$ cat config.mk
export PLATFORM = sky130hd
export DESIGN_NAME = instr_prefetch_queue
export DESIGN_NICKNAME = d
export VERILOG_FILES = /design/src/rtl/prefetch_pkg.sv /design/src/rtl/prefetch_checker.sv /design/src/rtl/prefetch_fifo.sv /design/src/rtl/instr_prefetch_queue.sv
export SDC_FILE = /design/constraint.sdc
export NUM_CORES = 1
export LEC_CHECK = 0
export ABC_AREA = 1
export CAP_MARGIN = 20
export CORE_ASPECT_RATIO = 0.9
export CORE_MARGIN = 8
export CORE_UTILIZATION = 56
export CTS_BUF_LIST = sky130_fd_sc_hd__clkbuf_16
export CTS_CLUSTER_DIAMETER = 120
export CTS_CLUSTER_SIZE = 10
export DETAILED_ROUTE_END_ITERATION = 16
export GPL_TIMING_DRIVEN = 0
export PLACE_DENSITY_LB_ADDON = 0.12
export REMOVE_ABC_BUFFERS = 1
export SLEW_MARGIN = 20
export SYNTH_ARGS = -nofsm -noshare
export SYNTH_HDL_FRONTEND = slang
export SYNTH_SLANG_ARGS = --single-unit
$ cat constraint.sdc
create_clock -name clk -period 9 [get_ports clk]
set_input_delay 1.8 -clock clk [delete_from_list [all_inputs] [get_ports clk]]
set_output_delay 1.8 -clock clk [all_outputs]
set_load 0.005 [all_outputs]
$ cat src/rtl/prefetch_pkg.sv
// Shared types and default sizes for the instruction prefetch queue.
package prefetch_pkg;

    localparam int ADDR_W = 64;
    localparam int INSTR_W = 32;
    localparam logic [ADDR_W-1:0] RESET_PC = 64'h0;

    typedef enum logic {
        FETCH = 1'b0,
        FLUSH = 1'b1
    } pf_state_t;

    typedef struct packed {
        logic [ADDR_W-1:0]  pc;
        logic [INSTR_W-1:0] instr;
    } pf_entry_t;

endpackage

$ cat src/rtl/prefetch_checker.sv
// Protocol checks for the instruction memory response channel.
module prefetch_checker (
    input logic clk_i,
    input logic rst_ni,
    input logic rsp_valid_i,
    input logic out_zero_i,
    input logic stale_zero_i
);

    rsp_without_request: assert property (@(posedge clk_i) disable iff (!rst_ni)
        !(rsp_valid_i && out_zero_i && stale_zero_i));

endmodule

$ cat src/rtl/prefetch_fifo.sv
// Circular FIFO of {pc, instr} entries with push, pop, clear and occupancy count.
module prefetch_fifo
    import prefetch_pkg::*;
#(
    parameter int DEPTH = 4,
    parameter int CNT_W = $clog2(DEPTH + 1)
) (
    input  logic             clk_i,
    input  logic             rst_ni,
    input  logic             clear_i,
    input  logic             push_i,
    input  pf_entry_t        push_data_i,
    input  logic             pop_i,
    output pf_entry_t        head_o,
    output logic [CNT_W-1:0] count_o
);

    localparam int PTR_W = (DEPTH > 1) ? $clog2(DEPTH) : 1;
    localparam logic [PTR_W-1:0] LAST_PTR = PTR_W'(DEPTH - 1);

    pf_entry_t        mem_q [DEPTH];
    logic [PTR_W-1:0] wr_ptr_q;
    logic [PTR_W-1:0] rd_ptr_q;
    logic [CNT_W-1:0] count_q;
    logic             do_push_s;
    logic             do_pop_s;

    function automatic logic [PTR_W-1:0] ptr_inc(input logic [PTR_W-1:0] ptr);
        return (ptr == LAST_PTR) ? {PTR_W{1'b0}} : ptr + PTR_W'(1'b1);
    endfunction

    // A push at full is only accepted when the head leaves in the same cycle.
    always_comb begin
        do_pop_s  = pop_i && (count_q != {CNT_W{1'b0}});
        do_push_s = push_i && ((count_q != CNT_W'(DEPTH)) || do_pop_s);
    end

    // Pointer and occupancy registers.
    always_ff @(posedge clk_i) begin
        if (!rst_ni || clear_i) begin
            wr_ptr_q <= {PTR_W{1'b0}};
            rd_ptr_q <= {PTR_W{1'b0}};
            count_q  <= {CNT_W{1'b0}};
        end else begin
            if (do_push_s) wr_ptr_q <= ptr_inc(wr_ptr_q);
            if (do_pop_s)  rd_ptr_q <= ptr_inc(rd_ptr_q);
            count_q <= count_q + CNT_W'(do_push_s) - CNT_W'(do_pop_s);
        end
    end

    // Entry storage.
    always_ff @(posedge clk_i) begin
        if (do_push_s) mem_q[wr_ptr_q] <= push_data_i;
    end

    assign head_o  = mem_q[rd_ptr_q];
    assign count_o = count_q;

endmodule

$ cat src/rtl/instr_prefetch_queue.sv
// Sequential instruction prefetcher with credit-limited requests and redirect flush.
// Define PREFETCH_BYPASS_EN to forward a response to IF in its arrival cycle when the queue is empty.
module instr_prefetch_queue #(
    parameter int DEPTH = 4,
    parameter int ADDR_W = prefetch_pkg::ADDR_W,
    parameter int INSTR_W = prefetch_pkg::INSTR_W,
    parameter logic [ADDR_W-1:0] RESET_PC = prefetch_pkg::RESET_PC
) (
    input  logic               clk,
    input  logic               reset,
    input  logic               redirect_valid,
    input  logic [ADDR_W-1:0]  redirect_pc,
    output logic               imem_req_valid,
    input  logic               imem_req_ready,
    output logic [ADDR_W-1:0]  imem_req_addr,
    input  logic               imem_rsp_valid,
    input  logic [INSTR_W-1:0] imem_rsp_data,
    output logic               instr_valid,
    output logic [INSTR_W-1:0] instr_data,
    output logic [ADDR_W-1:0]  instr_pc,
    input  logic               instr_ready
);
    import prefetch_pkg::*;

    localparam int CNT_W = $clog2(DEPTH + 1);

    pf_state_t         state_q, state_d;
    logic [ADDR_W-1:0] fetch_pc_q, fetch_pc_d;
    logic [CNT_W-1:0]  out_cnt_q, out_cnt_d;
    logic [CNT_W-1:0]  stale_q, stale_d;
    logic [CNT_W-1:0]  fifo_count_s;
    pf_entry_t         head_s, push_entry_s;
    logic [ADDR_W-1:0] rsp_pc_s;
    logic              has_credit_s, req_valid_s, req_fire_s;
    logic              rsp_fetch_s, rsp_stale_s, rsp_take_s;
    logic              head_valid_s, bypass_s, push_s, pop_s;
    logic              unused_pc_bits_s;

    assign unused_pc_bits_s = ^redirect_pc[1:0];

    // Handshake qualification; the oldest in-flight PC trails fetch_pc by one word per outstanding request.
    always_comb begin
        has_credit_s = ({1'b0, fifo_count_s} + {1'b0, out_cnt_q}) < (CNT_W + 1)'(DEPTH);
        req_valid_s  = reset && (state_q == FETCH) && has_credit_s && !redirect_valid;
        req_fire_s   = req_valid_s && imem_req_ready;
        rsp_fetch_s  = imem_rsp_valid && (state_q == FETCH) && (out_cnt_q != {CNT_W{1'b0}});
        rsp_stale_s  = imem_rsp_valid && (state_q == FLUSH) && (stale_q != {CNT_W{1'b0}});
        rsp_take_s   = rsp_fetch_s || rsp_stale_s;
        rsp_pc_s     = fetch_pc_q - (ADDR_W'(out_cnt_q) << 2);
        head_valid_s = reset && (fifo_count_s != {CNT_W{1'b0}});
`ifdef PREFETCH_BYPASS_EN
        bypass_s     = rsp_fetch_s && !redirect_valid && (fifo_count_s == {CNT_W{1'b0}});
`else
        bypass_s     = 1'b0;
`endif
        push_s       = rsp_fetch_s && !redirect_valid && !(bypass_s && instr_ready);
        pop_s        = head_valid_s && instr_ready && !redirect_valid;
        push_entry_s.pc    = rsp_pc_s;
        push_entry_s.instr = imem_rsp_data;
    end

    // Output drive: bypassed response, queue head, or zeros when idle.
    always_comb begin
        imem_req_valid = req_valid_s;
        imem_req_addr  = fetch_pc_q;
        instr_valid    = head_valid_s || bypass_s;
        if (bypass_s) begin
            instr_data = imem_rsp_data;
            instr_pc   = rsp_pc_s;
        end else if (head_valid_s) begin
            instr_data = head_s.instr;
            instr_pc   = head_s.pc;
        end else begin
            instr_data = {INSTR_W{1'b0}};
            instr_pc   = {ADDR_W{1'b0}};
        end
    end

    // Next-state logic: on redirect everything in flight becomes stale.
    always_comb begin
        state_d    = state_q;
        fetch_pc_d = fetch_pc_q;
        out_cnt_d  = out_cnt_q;
        stale_d    = stale_q;
        if (redirect_valid) begin
            fetch_pc_d = {redirect_pc[ADDR_W-1:2], 2'b00};
            out_cnt_d  = {CNT_W{1'b0}};
            stale_d    = stale_q + out_cnt_q + CNT_W'(req_fire_s) - CNT_W'(rsp_take_s);
        end else begin
            if (req_fire_s) begin
                fetch_pc_d = fetch_pc_q + ADDR_W'(3'd4);
            end else begin
                fetch_pc_d = fetch_pc_q;
            end
            out_cnt_d = out_cnt_q + CNT_W'(req_fire_s) - CNT_W'(rsp_fetch_s);
            stale_d   = stale_q - CNT_W'(rsp_stale_s);
        end
        case (state_q)
            FETCH: begin
                if (redirect_valid && ((out_cnt_q != {CNT_W{1'b0}}) || req_fire_s)) begin
                    state_d = FLUSH;
                end else begin
                    state_d = FETCH;
                end
            end
            FLUSH: begin
                if (stale_d == {CNT_W{1'b0}}) begin
                    state_d = FETCH;
                end else begin
                    state_d = FLUSH;
                end
            end
            default: state_d = FETCH;
        endcase
    end

    // State registers.
    always_ff @(posedge clk) begin
        if (!reset) begin
            state_q    <= FETCH;
            fetch_pc_q <= RESET_PC;
            out_cnt_q  <= {CNT_W{1'b0}};
            stale_q    <= {CNT_W{1'b0}};
        end else begin
            state_q    <= state_d;
            fetch_pc_q <= fetch_pc_d;
            out_cnt_q  <= out_cnt_d;
            stale_q    <= stale_d;
        end
    end

    prefetch_fifo #(
        .DEPTH (DEPTH)
    ) u_fifo (
        .clk_i       (clk),
        .rst_ni      (reset),
        .clear_i     (redirect_valid),
        .push_i      (push_s),
        .push_data_i (push_entry_s),
        .pop_i       (pop_s),
        .head_o      (head_s),
        .count_o     (fifo_count_s)
    );

    prefetch_checker u_checker (
        .clk_i        (clk),
        .rst_ni       (reset),
        .rsp_valid_i  (imem_rsp_valid),
        .out_zero_i   (out_cnt_q == {CNT_W{1'b0}}),
        .stale_zero_i (stale_q == {CNT_W{1'b0}})
    );

endmodule

==> results.sh, run 1 <==
export IMPL_status="finished clean"
export IMPL_cp_depth=5
export IMPL_final_layout_size_suffix_gt1_share_pct=5.869
export IMPL_initial_core_util_pct=56.95
export IMPL_post_route_period_util_pct=75.83
export IMPL_total_power_mw=4.607
export IMPL_reg2reg_from="u_fifo.count_o[1]"
export IMPL_cp_end_kind="output port"
export IMPL_cp_arrival_ns=5.02
export IMPL_p_leak_nw=9.798
export IMPL_globalRouteOverflowTotal=0
export IMPL_fmax_ghz=0.1465
export IMPL_cpMaxStageDelayCell="clkdlybuf4s50_1"
export IMPL_grt_max_degree=117
export IMPL_grt_use_total_pct=28.61
export IMPL_cp_required_ns=7.20
export IMPL_drtAntennaViolNets=0
export IMPL_cts_tree="built"
export IMPL_core_um2=38540
export IMPL_cts_made_buffers=51
export IMPL_hp_start="u_fifo.rd_ptr_q[1]"
export IMPL_synth_top_cell_by_area="edfxtp_1"
export IMPL_gp_routability_congestion=0.9273
export IMPL_slew_viol_final=0
export IMPL_async_reset_ff_share_pct=0
export IMPL_clkTransAtPathRegs_ns=0.06
export IMPL_synth_edf_count=376
export IMPL_dp_hpwl_mm=46.03
export IMPL_area_delta_synth_final_pct=22.32
export IMPL_cpLargestDelayFamily="buffers and inverters"
export IMPL_clock_root_buffer="clkbuf_16"
export IMPL_synthDominantCellAreaShare_pct=51.44
export IMPL_syn_area_per_cell_um2=9.234
export IMPL_ioPinCount=264
export IMPL_finish_instance_area_um2=26850
export IMPL_crit_chain="clkdlybuf4s50_1 > nand2_4 > buf_16 > a21oi_1 > clkdlybuf4s50_1"
export IMPL_num_nets_final=2725
export IMPL_crit_top_cell="clkdlybuf4s50_1"
export IMPL_tns_ns=0
export IMPL_p_per_area_nw_per_um2=171.6
export IMPL_rows=68
export IMPL_cts_path_max_buffers=3
export IMPL_path_class="in2out"
export IMPL_rrSetupSlack_ns=5.90
export IMPL_r2r_end="u_fifo.mem_q[1][56]"
export IMPL_peakVddDrop_v=0.0001523
export IMPL_io_buffer_count=257
export IMPL_rsz0062_at_grt="false"
export IMPL_cts_resized=0
export IMPL_syn_area_um2=21950
export IMPL_synth_flop_cell="edfxtp_1"
export IMPL_postCtsSetupBuffers=0
export IMPL_cts_hold_buf=0
export IMPL_routed_wl_mm=66.49
export IMPL_synth_seq_area_share_pct=58.56
export IMPL_clock_sinks=454
export IMPL_die_w_um=224.7
export IMPL_cp_start_kind="input port"
export IMPL_diodes=0
export IMPL_routed_via_density=5.647
export IMPL_path_buf_inv=3
export IMPL_setup_slack_ns=2.175
export IMPL_ys_ff_latch=454
export IMPL_maxCapViolCount=0
export IMPL_dr_total_vias=17879
export IMPL_dieArea_um2=45790
export IMPL_post_drt_wl_per_cell_um=21.00
export IMPL_hold_viol=0
export IMPL_synth_area_leaders="edfxtp_1, nor2_1, dfxtp_1"
export IMPL_min_path_type="reg2reg"
export IMPL_maxSlewHeadroom_pct=23.27
export IMPL_grt_pass1_vias=17711
export IMPL_drtIter0Drc=1571
export IMPL_die_h_um=203.8
export IMPL_dr_pass1_iters=5
export IMPL_yosys_warnings=0
export IMPL_setup_viol=0
export IMPL_grt_first_pass_wirelength_mm=101.2
export IMPL_dpl_instance_area_um2=25340
export IMPL_synth_cell_type_count=50
export IMPL_clk_latency_ns=0.61
export IMPL_pre_cts_slack_ns=2.228
export IMPL_min_path_cells=2
export IMPL_holdWs_ns=0.4868
export IMPL_slowest_delay_ns=1.23
export IMPL_tightest_slew_ns=1.147
export IMPL_drc=0
export IMPL_antenna_found_initial=0
export IMPL_r2r_cells=10
export IMPL_skew_ns=0.03005
export IMPL_min_period_ns=6.825
export IMPL_syn_inst=2377
export IMPL_critPathMaxFanout=55
export IMPL_cts_max_level=2
worst reg2reg max path, cell delays in order (launching register included):
cell and delay [ns]:
dfxtp_1 0.43, inv_1 0.09, nand3b_1 0.16, nand2_1 0.12, nor2_1 0.25, nor2_1 0.09, nor3_2 0.27, inv_1 0.29
nor2_4 0.60, buf_16 0.25, buf_12 0.22
through the flow:
step / util, % / instances
final: 69.66 / 3166
after global routing: 69.66 / 3166
after CTS: 69.66 / 3166
after detailed placement: 65.74 / 3071
after global placement: 63.93 / 3043
after floorplan: - / 2261
layer usage:
metal  vias up  share of wire (%)  global-route usage, %
met2       744                 47                  46.90
met5         -                  0                      0
met1      8599                 42                  37.57
li1       8405                  -                      -
met4         0                3.6                  11.39
met3       131                7.5                  5.136
registers in the layout, summed over array words and instances, names as in the netlist, named ones only:
| register | cells |
|---|---|
| imem_req_addr | 62 |
| out_cnt_q | 3 |
| stale_q | 3 |
| state_q | 1 |
| u_fifo.count_o | 3 |
| u_fifo.mem_q | 376 |
| u_fifo.rd_ptr_q | 2 |
| u_fifo.wr_ptr_q | 2 |
logic make-up (layout without fill, tap and decap cells):
group	after synthesis	in the layout	synth area share, %
AND/OR/NAND/NOR	1130	1130	21.69
adder cells (fa/ha/maj)	24	24	1.539
buffers and inverters	274	535	5.170
AO/OA/AOI/OAI	402	402	9.349
XOR/XNOR	91	91	3.631
other	1	4	0.01709
flip-flops	454	454	58.56
multiplexers	1	1	0.04561
layout make-up:
cell class / count / area (µm²)
sequential: 454 / 12860
clock inverter: 43 / 209.0
inverter: 155 / 596.8
tap: 525 / 656.9
timing repair buffer: 285 / 3208
fill: 2978 / 11690
clock buffer: 52 / 1301
multi-input combinational: 1652 / 8016
worst max-delay path by stage:
stage                        end  startpoint  slack [ns]
floorplan           instr_pc[62]    register        1.15
global placement    instr_pc[62]    register       -4.57
detailed placement  instr_pc[41]       reset        2.23
CTS                 instr_pc[41]       reset        2.21
global route        instr_pc[31]       reset        2.11
finish              instr_pc[31]       reset        2.18
power breakdown:
group	total [mW]	leakage (nW)	switching, mW	internal, mW
Sequential	2.37	4.07	0.0569	2.32
Combinational	0.375	4.85	0.224	0.151
Clock	1.86	0.879	0.818	1.04
Total	4.61	9.80	1.10	3.51
Yosys cell counts, drive strengths merged (13+ instances only):
master	count
clkbuf	64
nor2	621
a21oi	136
edfxtp	376
nand4	27
nor3	24
xor2	78
dfxtp	78
a31oi	14
ha	19
nand3	83
nand2	362
xnor2	13
o21ai	245
buf	55
inv	154
placed cells by master (no fill, tap or decap), types with 4 or more instances in the layout:
cell,instances
nor2_1,591
edfxtp_1,376
nand2_1,346
clkdlybuf4s50_1,256
o21ai_0,209
inv_1,187
a21oi_1,136
nand3_1,81
xor2_1,78
dfxtp_1,76
clkbuf_16,52
o21ai_1,35
nand4_1,25
ha_1,19
nor3_1,16
nor2_4,15
nor2_2,14
a31oi_1,14
buf_12,14
xnor2_1,13
nand2_2,12
buf_16,12
nor3_2,6
nor4_1,5
fa_1,5
nand2_4,4
inv_2,4
a21o_1,4
conb_1,4
Power figures use the tool's default switching activity.
==> run 2, diff against run 1 <==
--- a/config.mk
+++ b/config.mk
@@ -9,7 +9,7 @@
 export CAP_MARGIN = 20
 export CORE_ASPECT_RATIO = 0.9
 export CORE_MARGIN = 8
-export CORE_UTILIZATION = 56
+export CORE_UTILIZATION = 51
 export CTS_BUF_LIST = sky130_fd_sc_hd__clkbuf_16
 export CTS_CLUSTER_DIAMETER = 120
 export CTS_CLUSTER_SIZE = 10
==> constraint.sdc (replaced) <==
create_clock -name clk -period 6.14 [get_ports clk]
set_input_delay 1.228 -clock clk [delete_from_list [all_inputs] [get_ports clk]]
set_output_delay 1.228 -clock clk [all_outputs]
set_load 0.005 [all_outputs]
==> results.sh, run 2 (same netlist as run 1, synthesis figures left out) <==
export IMPL_globalRouteOverflowTotal=0
export IMPL_clk_latency_ns=0.61
export IMPL_multiInputGateArea_um2=8016
export IMPL_path_class="in2out"
export IMPL_post_drt_wl_per_cell_um=20.77
export IMPL_initial_core_util_pct=51.40
export IMPL_dp_hpwl_mm=46.21
export IMPL_die_h_um=212.8
export IMPL_p_leak_nw=9.772
export IMPL_min_period_ns=4.706
export IMPL_postCtsSetupBuffers=0
export IMPL_grt_max_degree=101
export IMPL_drc=0
export IMPL_final_layout_size_suffix_gt1_share_pct=5.871
export IMPL_rsz0062_at_grt="false"
export IMPL_clock_root_buffer="clkbuf_16"
export IMPL_post_route_period_util_pct=76.64
export IMPL_regMostFlops="u_fifo.mem_q"
export IMPL_fill_cells=3641
export IMPL_antenna_found_initial=0
export IMPL_status="finished clean"
export IMPL_cp_required_ns=4.91
export IMPL_io_buffer_count=257
export IMPL_dr_total_vias=17412
export IMPL_skew_ns=0.02505
export IMPL_min_path_type="reg2reg"
export IMPL_grt_first_pass_wirelength_mm=100.5
export IMPL_clock_sinks=454
export IMPL_die_w_um=234.7
export IMPL_cts_max_level=2
export IMPL_ioPinCount=264
export IMPL_layout_common_cells="nor2_1, edfxtp_1, nand2_1"
export IMPL_num_nets_final=2724
export IMPL_slew_viol_final=0
export IMPL_routed_via_density=5.450
export IMPL_dr_pass1_iters=6
export IMPL_cts_made_buffers=51
export IMPL_cp_arrival_ns=3.48
export IMPL_largest_reg_flops=376
export IMPL_grt_pass1_vias=16960
export IMPL_peakVddDrop_v=0.0001964
export IMPL_gp_routability_congestion=0.9589
export IMPL_diodes=0
export IMPL_setup_viol=0
export IMPL_final_seq_area_um2=12860
export IMPL_cts_resized=0
export IMPL_rows=72
export IMPL_cts_path_max_buffers=3
export IMPL_cp_end_kind="output port"
export IMPL_drtIter0Drc=1471
export IMPL_area_delta_synth_final_pct=22.19
export IMPL_drtAntennaViolNets=0
export IMPL_total_power_mw=6.750
export IMPL_tightest_slew_ns=1.065
export IMPL_grt_use_total_pct=26.07
export IMPL_maxCapViolCount=0
export IMPL_dieArea_um2=49940
export IMPL_cts_hold_buf=0
export IMPL_cp_start_kind="input port"
export IMPL_cts_tree="built"
export IMPL_fmax_ghz=0.2125
export IMPL_clkTransAtPathRegs_ns=0.06
export IMPL_hold_viol=0
export IMPL_core_um2=42700
export IMPL_critPathMaxFanout=53
export IMPL_p_per_area_nw_per_um2=251.7
export IMPL_tns_ns=0
export IMPL_routed_wl_mm=66.36
export IMPL_maxSlewHeadroom_pct=28.91
export IMPL_final_common_cell="nor2_1"
-- run 2: cell count changes in the layout (fill, tap and decap cells not counted) --
cell,before,now
buf_12,14,17
buf_8,2,3
buf_16,12,7
buf_2,1,2
clkdlybuf4s50_1,256,255
-- run 2: stage by stage --
| step | cells | cell area [µm²] | utilization, % | setup WS (ns) | hold slack (ns) |
|---|---|---|---|---|---|
| CTS | 3195 | 26820 | 62.82 | 0.4188 | 0.5001 |
| finish | 3195 | 26820 | 62.80 | 1.434 | 0.5033 |
| global placement | 3073 | 24680 | 57.79 | -7.071 | 0.4874 |
| floorplan | 2261 | 21410 | - | -1.138 | 0.4645 |
| global route | 3195 | 26820 | 62.80 | 1.255 | 0.5238 |
| detailed placement | 3100 | 25310 | 59.28 | 0.4320 | 0.4843 |
-- run 2: path summary, 6_finish.rpt --
check | startpoint | endpoint | slack, ns | cells after the start
hold reg to reg | u_fifo.rd_ptr_q[1] | register | 0.50 | 2
hold / removal | u_fifo.rd_ptr_q[1] | register | 0.50 | 2
setup / recovery | reset | instr_pc[41] | 1.43 | 5
setup reg to reg | u_fifo.count_o[1] | u_fifo.mem_q[1][23] | 2.85 | 11
-- run 2: final cells by class --
type / instances / share of cell area (%)
clock buffers: 52 / 4.852
inverters: 155 / 2.225
multi-input cells: 1652 / 29.89
repair buffers: 284 / 11.71
well taps: 555 / 2.589
flip-flops and latches: 454 / 47.95
clock inverters: 43 / 0.7791
-- run 2: per-layer routing --
layer  up-vias  share of wire, %  GRT usage (%)
li1       8397                 -              -
met1      8320                43          34.48
met2       588                47          42.74
met3       107               6.7          4.877
met4         0               3.3          9.830
met5         -                 0              0
-- run 2: report_power, final --
group          leakage (nW)  switching, mW  internal (mW)
combinational          4.83          0.330          0.219
sequential             4.07         0.0831           3.39
clock                 0.879           1.20           1.53
-- run 2: worst max-delay path, cell delays in order --
cell             delay [ns]
buf_2                  0.46
nand2_4                0.47
buf_16                 0.36
a21oi_1                0.30
clkdlybuf4s50_1        0.59
==> run 3, diff against run 2 <==
--- a/config.mk
+++ b/config.mk
@@ -9,7 +9,7 @@
 export CAP_MARGIN = 20
 export CORE_ASPECT_RATIO = 0.9
 export CORE_MARGIN = 8
-export CORE_UTILIZATION = 51
+export CORE_UTILIZATION = 56
 export CTS_BUF_LIST = sky130_fd_sc_hd__clkbuf_16
 export CTS_CLUSTER_DIAMETER = 120
 export CTS_CLUSTER_SIZE = 10
==> constraint.sdc (replaced) <==
create_clock -name clk -period 4.8 [get_ports clk]
set_input_delay 0.96 -clock clk [delete_from_list [all_inputs] [get_ports clk]]
set_output_delay 0.96 -clock clk [all_outputs]
set_load 0.005 [all_outputs]
==> results.sh, run 3 (same netlist as run 1, synthesis figures left out) <==
export IMPL_status="finished clean"
export IMPL_slew_viol_final=0
export IMPL_tns_ns=0
export IMPL_gp_routability_congestion=0.9273
export IMPL_clkTransAtPathRegs_ns=0.06
export IMPL_finalNonFillerCells=3166
export IMPL_largest_reg_flops=376
export IMPL_clock_root_buffer="clkbuf_16"
export IMPL_grt_use_total_pct=28.61
export IMPL_cts_path_max_buffers=3
export IMPL_holdWs_ns=0.4908
export IMPL_area_delta_synth_final_pct=22.30
export IMPL_drtAntennaViolNets=0
export IMPL_post_route_period_util_pct=89.80
export IMPL_post_drt_wl_per_cell_um=21.02
export IMPL_rows=68
export IMPL_cp_required_ns=3.84
export IMPL_pre_cts_slack_ns=-0.2923
export IMPL_cp_start_kind="register"
export IMPL_cts_max_level=2
export IMPL_final_layout_size_suffix_gt1_share_pct=5.907
export IMPL_path_class="reg2out"
export IMPL_cpMaxStageDelayCell="clkdlybuf4s50_1"
export IMPL_intPower_mw=6.578
export IMPL_pwr_share_comb_pct=8.1
export IMPL_core_um2=38540
export IMPL_die_h_um=203.8
export IMPL_clkPwrFrac_pct=40.4
export IMPL_grt_max_degree=117
export IMPL_tightest_slew_ns=0.9943
export IMPL_cts_tree="built"
export IMPL_crit_top_cell="buf_16"
export IMPL_grt_pass1_vias=17711
export IMPL_drtIter0Drc=1659
export IMPL_slowest_delay_ns=0.57
export IMPL_critPathMaxFanout=116
export IMPL_seq_power_share_pct=51.5
export IMPL_path_buf_inv=5
export IMPL_globalRouteOverflowTotal=0
export IMPL_initial_core_util_pct=56.95
export IMPL_dpl_cell_count=3071
export IMPL_drc=0
export IMPL_routed_via_density=5.642
export IMPL_cp_arrival_ns=3.35
export IMPL_fill_cells=2979
export IMPL_swShare_pct=23.88
export IMPL_maxCapViolCount=0
export IMPL_ioPinCount=264
export IMPL_skew_ns=0.02988
export IMPL_grt_first_pass_wirelength_mm=101.2
export IMPL_antenna_found_initial=0
export IMPL_routed_wl_mm=66.55
export IMPL_postCtsSetupBuffers=0
export IMPL_die_w_um=224.7
export IMPL_power_switching_mw=2.064
export IMPL_dr_total_vias=17861
export IMPL_cpLargestDelayFamily="buffers and inverters"
export IMPL_peakVddDrop_v=0.0002859
export IMPL_rsz0062_at_grt="false"
export IMPL_min_path_type="reg2reg"
export IMPL_diodes=0
export IMPL_dieArea_um2=45790
export IMPL_p_per_area_nw_per_um2=322.0
export IMPL_num_nets_final=2725
export IMPL_hold_viol=0
export IMPL_crit_chain="buf_16 > buf_12 > inv_8 > buf_16 > o21ai_0 > a21oi_1 > clkdlybuf4s50_1"
export IMPL_clk_latency_ns=0.61
export IMPL_final_common_cell="nor2_1"
export IMPL_maxSlewHeadroom_pct=33.71
export IMPL_cts_made_buffers=51
export IMPL_io_buffer_count=257
export IMPL_cp_end_kind="output port"
export IMPL_dp_hpwl_mm=46.03
export IMPL_fmax_ghz=0.2320
export IMPL_clock_sinks=454
export IMPL_setup_slack_ns=0.4895
export IMPL_setup_viol=0
export IMPL_dr_pass1_iters=5
export IMPL_min_period_ns=4.311
export IMPL_regMostFlops="u_fifo.mem_q"
export IMPL_layout_common_cells="nor2_1, edfxtp_1, nand2_1"
export IMPL_p_leak_nw=9.798
-- run 3: metrics by stage --
step / util (%) / power (mW) / area (µm²)
after floorplan: - / 4.844 / 21410
after global placement: 63.93 / 5.196 / 24640
after detailed placement: 65.74 / 5.217 / 25340
after CTS: 69.66 / 8.671 / 26850
after global routing: 69.65 / 8.906 / 26840
final: 69.65 / 8.642 / 26840
-- run 3: worst reg2reg max path, stage by stage (launching register included) --
cell      delay (ns)
dfxtp_1         0.43
inv_1           0.09
nand3b_1        0.17
nand2_1         0.12
nor2_1          0.25
nor2_1          0.09
nor3_2          0.27
inv_1           0.29
nor2_4          0.60
buf_16          0.25
buf_12          0.23
-- run 3: timing repair --
action,CTS,global route
hold endpoints to repair,0,0
setup endpoints to repair,56,9
pin swaps,0,0
hold buffers,0,0
resized for setup,2,1
-- run 3: cell type report --
type	count	area [µm²]	area share, %
sequential	454	12860	47.91
multi-input combinational	1652	8016	29.86
timing repair buffer	285	3203	11.93
clock buffer	52	1301	4.848
tap	525	656.9	2.447
inverter	155	596.8	2.223
clock inverter	43	209.0	0.7784
-- run 3: path summary, 6_finish.rpt --
check / start / endpoint / slack, ns / depth (start not counted)
max reg2reg: u_fifo.count_o[1] / u_fifo.mem_q[3][8] / 1.70 / 10
min: u_fifo.rd_ptr_q[1] / register / 0.49 / 2
max: register / instr_pc[31] / 0.49 / 7
min reg2reg: u_fifo.rd_ptr_q[1] / register / 0.49 / 2
-- run 3: power by group through the flow --
stage                     logic, mW  registers (mW)  clock network (mW)
after floorplan               0.352            4.49                   0
after global placement        0.661            4.53                   0
after detailed placement      0.691            4.53                   0
after CTS                     0.696            4.45                3.53
after global routing          0.770            4.45                3.68
final                         0.701            4.45                3.49
-- run 3: per-layer routing --
metal | GRT usage, % | part of all wire (%) | up-vias
met4 | 11.39 | 3.5 | 0
li1 | - | - | 8410
met5 | 0 | 0 | -
met2 | 46.90 | 47 | 733
met3 | 5.136 | 7.6 | 125
met1 | 37.57 | 42 | 8593
